--- src/rtl/gshare_predictor_if.sv ---
// Fetch-query, ROB-training and statistics bundle for the gshare predictor.
// master = fetcher/ROB side, slave = predictor.
interface gshare_predictor_if #(
   parameter int unsigned IDX_W = 7,
   parameter int unsigned GHR_W = 7
);
   logic [31:0]      input_ins;
   logic [31:0]      input_pc;
   logic             fetch_valid;
   logic [31:0]      predict_pc;
   logic             predict_taken;
   logic [IDX_W-1:0] predict_idx;
   logic [GHR_W-1:0] predict_ghr;
   logic             upd_valid;
   logic [IDX_W-1:0] upd_idx;
   logic [GHR_W-1:0] upd_ghr;
   logic             upd_taken;
   logic             upd_mispredict;
   logic [31:0]      stat_branches;
   logic [31:0]      stat_mispredicts;

   modport master (
      output input_ins, input_pc, fetch_valid,
      output upd_valid, upd_idx, upd_ghr, upd_taken, upd_mispredict,
      input  predict_pc, predict_taken, predict_idx, predict_ghr,
      input  stat_branches, stat_mispredicts
   );

   modport slave (
      input  input_ins, input_pc, fetch_valid,
      input  upd_valid, upd_idx, upd_ghr, upd_taken, upd_mispredict,
      output predict_pc, predict_taken, predict_idx, predict_ghr,
      output stat_branches, stat_mispredicts
   );
endinterface

--- src/rtl/gshare_predictor.sv ---
// Gshare branch direction predictor: table of saturating counters indexed by PC ^ GHR,
// combinational next-PC prediction, speculative GHR with ROB recovery, commit statistics.
module gshare_predictor #(
   parameter int unsigned IDX_W    = 7,
   parameter int unsigned CNT_W    = 2,
   parameter int unsigned GHR_W    = 7,
   parameter int unsigned CNT_INIT = 1
) (
   input logic               clk_in,
   input logic               rst_in,
   input logic               rdy_in,
   gshare_predictor_if.slave bus
);

   localparam int unsigned      Entries = 1 << IDX_W;
   localparam logic [CNT_W-1:0] CntMax  = '1;

   logic [CNT_W-1:0] cnt_q [Entries];
   logic [GHR_W-1:0] ghr_q, ghr_d;
   logic [31:0]      branches_q, branches_d;
   logic [31:0]      mispredicts_q, mispredicts_d;

   logic             is_b, is_jal, taken;
   logic [31:0]      b_imm, j_imm;
   logic [IDX_W-1:0] idx;
   logic [CNT_W-1:0] upd_cur, upd_next;

   // Prediction path
   always_comb begin
      is_b   = (bus.input_ins[6:0] == 7'b1100011);
      is_jal = (bus.input_ins[6:0] == 7'b1101111);
      b_imm  = {{20{bus.input_ins[31]}}, bus.input_ins[7], bus.input_ins[30:25],
                bus.input_ins[11:8], 1'b0};
      j_imm  = {{12{bus.input_ins[31]}}, bus.input_ins[19:12], bus.input_ins[20],
                bus.input_ins[30:21], 1'b0};
      idx    = bus.input_pc[IDX_W+1:2] ^ IDX_W'(ghr_q);
      taken  = is_jal | (is_b & cnt_q[idx][CNT_W-1]);

      bus.predict_pc = bus.input_pc + 32'd4;
      if (is_jal) begin
         bus.predict_pc = bus.input_pc + j_imm;
      end else if (is_b && taken) begin
         bus.predict_pc = bus.input_pc + b_imm;
      end
      bus.predict_taken    = taken;
      bus.predict_idx      = idx;
      bus.predict_ghr      = ghr_q;
      bus.stat_branches    = branches_q;
      bus.stat_mispredicts = mispredicts_q;
   end

   // Training and history next-state
   always_comb begin
      upd_cur  = cnt_q[bus.upd_idx];
      upd_next = upd_cur;
      if (bus.upd_taken) begin
         if (upd_cur != CntMax) upd_next = upd_cur + CNT_W'(1);
      end else if (upd_cur != '0) begin
         upd_next = upd_cur - CNT_W'(1);
      end

      // Shift form also covers GHR_W == 1; recovery wins over the speculative shift.
      ghr_d = ghr_q;
      if (bus.fetch_valid && is_b) begin
         ghr_d = (ghr_q << 1) | GHR_W'(taken);
      end
      if (bus.upd_valid && bus.upd_mispredict) begin
         ghr_d = (bus.upd_ghr << 1) | GHR_W'(bus.upd_taken);
      end

      branches_d    = branches_q;
      mispredicts_d = mispredicts_q;
      if (bus.upd_valid) begin
         if (branches_q != '1) branches_d = branches_q + 32'd1;
         if (bus.upd_mispredict && (mispredicts_q != '1)) begin
            mispredicts_d = mispredicts_q + 32'd1;
         end
      end
   end

   always_ff @(posedge clk_in) begin
      if (rst_in) begin
         for (int unsigned i = 0; i < Entries; i++) begin
            cnt_q[i] <= CNT_W'(CNT_INIT);
         end
         ghr_q         <= '0;
         branches_q    <= '0;
         mispredicts_q <= '0;
      end else if (rdy_in) begin
         if (bus.upd_valid) begin
            cnt_q[bus.upd_idx] <= upd_next;
         end
         ghr_q         <= ghr_d;
         branches_q    <= branches_d;
         mispredicts_q <= mispredicts_d;
      end
   end

endmodule

--- src/flat_wrapper.sv ---
// flat-port wrapper written by rule: the top's interface ports become plain ports
module gshare_predictor_flat 
#(
   parameter int unsigned IDX_W    = 7,
   parameter int unsigned CNT_W    = 2,
   parameter int unsigned GHR_W    = 7,
   parameter int unsigned CNT_INIT = 1
)
  (clk_in, rst_in, rdy_in, bus_input_ins, bus_input_pc, bus_fetch_valid, bus_upd_valid, bus_upd_idx, bus_upd_ghr, bus_upd_taken, bus_upd_mispredict, bus_predict_pc, bus_predict_taken, bus_predict_idx, bus_predict_ghr, bus_stat_branches, bus_stat_mispredicts);
  gshare_predictor_if #(.IDX_W(IDX_W), .GHR_W(GHR_W)) bus_i ();
  input logic clk_in;
  input logic rst_in;
  input logic rdy_in;
  input wire logic [$bits(bus_i.input_ins)-1:0] bus_input_ins;
  input wire logic [$bits(bus_i.input_pc)-1:0] bus_input_pc;
  input wire logic [$bits(bus_i.fetch_valid)-1:0] bus_fetch_valid;
  input wire logic [$bits(bus_i.upd_valid)-1:0] bus_upd_valid;
  input wire logic [$bits(bus_i.upd_idx)-1:0] bus_upd_idx;
  input wire logic [$bits(bus_i.upd_ghr)-1:0] bus_upd_ghr;
  input wire logic [$bits(bus_i.upd_taken)-1:0] bus_upd_taken;
  input wire logic [$bits(bus_i.upd_mispredict)-1:0] bus_upd_mispredict;
  output wire logic [$bits(bus_i.predict_pc)-1:0] bus_predict_pc;
  output wire logic [$bits(bus_i.predict_taken)-1:0] bus_predict_taken;
  output wire logic [$bits(bus_i.predict_idx)-1:0] bus_predict_idx;
  output wire logic [$bits(bus_i.predict_ghr)-1:0] bus_predict_ghr;
  output wire logic [$bits(bus_i.stat_branches)-1:0] bus_stat_branches;
  output wire logic [$bits(bus_i.stat_mispredicts)-1:0] bus_stat_mispredicts;
  assign bus_i.input_ins = bus_input_ins;
  assign bus_i.input_pc = bus_input_pc;
  assign bus_i.fetch_valid = bus_fetch_valid;
  assign bus_i.upd_valid = bus_upd_valid;
  assign bus_i.upd_idx = bus_upd_idx;
  assign bus_i.upd_ghr = bus_upd_ghr;
  assign bus_i.upd_taken = bus_upd_taken;
  assign bus_i.upd_mispredict = bus_upd_mispredict;
  assign bus_predict_pc = bus_i.predict_pc;
  assign bus_predict_taken = bus_i.predict_taken;
  assign bus_predict_idx = bus_i.predict_idx;
  assign bus_predict_ghr = bus_i.predict_ghr;
  assign bus_stat_branches = bus_i.stat_branches;
  assign bus_stat_mispredicts = bus_i.stat_mispredicts;
  gshare_predictor #(.IDX_W(IDX_W), .CNT_W(CNT_W), .GHR_W(GHR_W), .CNT_INIT(CNT_INIT)) u_core (.clk_in(clk_in), .rst_in(rst_in), .rdy_in(rdy_in), .bus(bus_i));
endmodule
--- config.mk ---
export PLATFORM = sky130hd
export DESIGN_NAME = gshare_predictor_flat
export DESIGN_NICKNAME = d
export VERILOG_FILES = /design/src/rtl/gshare_predictor_if.sv /design/src/rtl/gshare_predictor.sv /design/src/flat_wrapper.sv
export SDC_FILE = /design/constraint.sdc
export NUM_CORES = 1
export LEC_CHECK = 0
export BUFFER_PORTS_ARGS = -buffer_cell sky130_fd_sc_hd__buf_2
export CAP_MARGIN = 15
export CORE_MARGIN = 2
export CORE_UTILIZATION = 35
export DETAILED_ROUTE_END_ITERATION = 12
export SETUP_SLACK_MARGIN = 0.15
export SLEW_MARGIN = 10
export SYNTH_ARGS = -nofsm -noshare
export SYNTH_HDL_FRONTEND = slang
export SYNTH_SLANG_ARGS = --single-unit
--- constraint.sdc ---
create_clock -name clk_in -period 3.45 [get_ports clk_in]
set_input_delay 0.1725 -clock clk_in [delete_from_list [all_inputs] [get_ports clk_in]]
set_output_delay 0.1725 -clock clk_in [all_outputs]
set_load 0.02 [all_outputs]
==> impl_metrics.py <==
metrics = {
    "outcome": {
        "status": "finished, violations left",
        "violations": "negative setup slack",
    },
    "clock_network": {
        "cts_made_buffers": 37,
        "cts_sinks": 327,
        "cts_tree": "yes",
        "holdBufCountCts": 0,
        "insertion_delay_ns": 0.56,
        "clockBufferDepth": 3,
        "clk_root_buffer_cell": "clkbuf_16",
        "htreeDepth": 2,
        "cts.reportedPaths.clkPinSlew_ns": 0.06,
    },
    "synthesis": {
        "syn_inst": 2110,
        "yosysMostFrequentCell": "edfxtp_1",
        "synth-edff-count": 256,
        "synth_seq_area_share_pct": 44.3,
        "yosys_warnings": 0,
        "synth.area.top_cells": "edfxtp_1, dfxtp_1, nor3_1",
        "synth.avg_cell_area_um2": 9.74,
        "synth_top_cell_by_area": "edfxtp_1",
        "ys_ff_latch": 327,
        "netlist_area_mm2": 0.0205,
        "async_flop_share_pct": 0,
        "synth_top_area_share_pct": 37.4,
        "synth_common_cells": "edfxtp_1, nor2_1, nand2_1",
        "synth_ff_type": "edfxtp_1",
        "synth_cell_types": 88,
        "synthesis.nets": 2243,
    },
    "sta": {
        "clock_skew_ns": 0.0238,
        "fmax_mhz": 245,
        "slew_headroom_pct": 25.7,
        "worst_slew_pin_slew_ns": 1.11,
        "hold_viol": 0,
        "slew_violations": 0,
        "fin_crit_ns": 4.09,
        "setup_ws_ns": -0.638,
        "setup_tns_ns": -17.26,
        "rsz0062_at_grt": "true",
        "period_share_pct": 118,
        "finalSetupViolCount": 33,
    },
    "floorplan": {
        "io_pins": 196,
        "die_h_um": 246,
        "die_w_um": 246,
        "std_cell_rows": 88,
        "die_area_mm2": 0.0607,
        "coreArea_mm2": 0.0579,
        "start_util_pct": 35.5,
    },
    "grt": {
        "grt_first_pass_wirelength_mm": 111,
        "antenna_found_initial": 2,
        "gr-usage-all-layers_pct": 23.7,
        "grt_max_degree": 202,
        "overflow": 0,
        "first_global_vias": 18700,
    },
    "routing": {
        "dr.pass1.iters": 6,
        "vias": 19000,
        "first_iter_violations": 2108,
        "drt-total-wl_mm": 74.0,
        "ant_nets": 0,
        "wl_per_cell_um": 23.4,
        "drcViolationCount": 0,
        "avgViaCountPerCell": 6.01,
    },
    "cells_and_area": {
        "final_cells": 3164,
        "drive_above_1_share_pct": 26.1,
        "fillers": 5569,
        "multi_input_area_mm2": 0.0108,
        "nets": 2505,
        "seqCellArea_mm2": 0.00911,
        "area_growth_pct": 23.4,
        "stdcell_area_mm2": 0.0254,
        "final_util_pct": 43.8,
        "antennaDiodeCount": 0,
    },
    "worst_setup_path": {
        "reg2reg_setup_slack_ns": -0.11,
        "path_cells": "xor2_4 -> buf_12 -> buf_8 -> buf_12 -> mux4_2 -> mux2i_4 -> o211ai_1 -> o2bb2ai_4 -> o22ai_4 -> buf_12 -> buf_16 -> a211oi_1 -> a31o_1 -> buf_6",
        "critPathMaxStageDelay_ns": 0.53,
        "start_kind": "flip-flop",
        "worstPathRequired_ns": 3.28,
        "crit_type": "flip-flop to output port",
        "crit_top_cell": "buf_12",
        "crit_path_end_kind": "output port",
        "crit_slowest_cell": "mux4_2",
        "cp_max_fo": 7,
        "crit_arrival_ns": 3.92,
    },
    "power": {
        "p_leak_nw": 9.19,
        "pwr_density_cell_mw_per_mm2": 411,
        "max-vdd-ir-drop_mv": 0.296,
    },
    "placed_design": {
        "placed_cell_area_mm2": 0.0234,
        "globalplace.congestion": 0.942,
        "place_inst": 3077,
        "io_buffers": 192,
        "pre_cts_ws_ns": -0.286,
        "dp_hpwl_mm": 51.7,
    },
    "run": {
        "drv_cap": 0,
    },
    "worst_hold_path": {
        "hold_path_class": "input port to flip-flop",
    },
}
[cell type report]
cell class / count / area share, %
inverter: 28 / 0.434
clock inverter: 17 / 0.716
timing repair inverter: 1 / 0.0444
timing repair buffer: 406 / 12.5
clock buffer: 49 / 4.08
tap: 765 / 3.78
multi-input combinational: 1571 / 42.5
sequential: 327 / 35.9
[timing repair]
| item | 4_1_cts | 5_1_grt |
|---|---|---|
| gates cloned | 6 | 1 |
| pin swaps | 15 | 23 |
| buffers inserted | 6 | 8 |
| gates resized for setup | 76 | 57 |
| setup endpoints to repair | 41 | 95 |
[registers in the layout, summed over array words and instances (netlist names)]
name and count:
u_core.cnt_q 256, u_core.bus.stat_mispredicts 32, u_core.bus.stat_branches 32, u_core.bus.predict_ghr 7
[critical path, delay by kind of cell, from the launching register on]
family | cells | cell delay (ns)
buffers and inverters | 6 | 0.91
DFF | 1 | 0.36
muxes | 2 | 0.77
xor gates and xnor gates | 1 | 0.24
AOI/OAI and AO/OA | 5 | 1.07
[path summary, 6_finish.rpt]
kind	cells after the start	end	from
setup / recovery	14	bus_predict_pc[11]	u_core.bus.predict_ghr[0]
hold / removal	3	u_core.bus.predict_ghr[0]	bus_upd_taken
setup reg to reg	17	u_core.bus.predict_ghr[0]	u_core.bus.predict_ghr[0]
hold reg to reg	2	u_core.bus.stat_branches[21]	u_core.bus.stat_branches[21]
[cells in the final DEF, fill, tap and decap left out, types with 27 or more instances in the layout]
master	instances
mux4_2	34
buf_2	167
a21o_1	79
edfxtp_1	256
buf_4	180
xnor2_1	44
nor2_1	179
buf_12	27
ha_1	46
or2_2	42
nand3_1	125
nand4_1	56
clkbuf_16	40
o21ai_0	44
a22oi_1	71
xor2_1	65
nand2_1	164
a21oi_1	91
nor3_1	138
dfxtp_1	70
[through the flow]
stage                     total power [mW]  hold slack (ns)
after CTS                             10.4           0.0305
after detailed placement              6.29            0.345
after floorplan                       5.55            0.340
after global routing                  10.7           0.0713
final                                 10.4           0.0232
after global placement                6.27            0.345
[report_power, final]
part           total (mW)  switching [mW]  leakage [nW]  internal, mW
clock network        4.04            1.64         0.590          2.40
registers            4.36          0.0512          2.87          4.31
logic                2.03            1.22          5.74         0.808
[routing by layer]
layer | wire, um | vias up | track usage [%]
met3 | 6780 | 178 | 3.94
met4 | 2700 | 4 | 8.95
li1 | - | 8487 | -
met5 | 21 | - | 0
met1 | 29400 | 9318 | 31.1
met2 | 35100 | 1044 | 39.2
[logic make-up after synthesis]
| kind of cell | Yosys count | synth area share, % |
|---|---|---|
| compound gates | 495 | 16.8 |
| xor+xnor | 111 | 4.82 |
| fa+ha+maj | 50 | 3.11 |
| buf+inv | 213 | 4.77 |
| flops | 327 | 44.3 |
| mux | 80 | 6.35 |
| simple gates | 834 | 19.8 |
No activity file was read; power rests on OpenSTA's default activity.
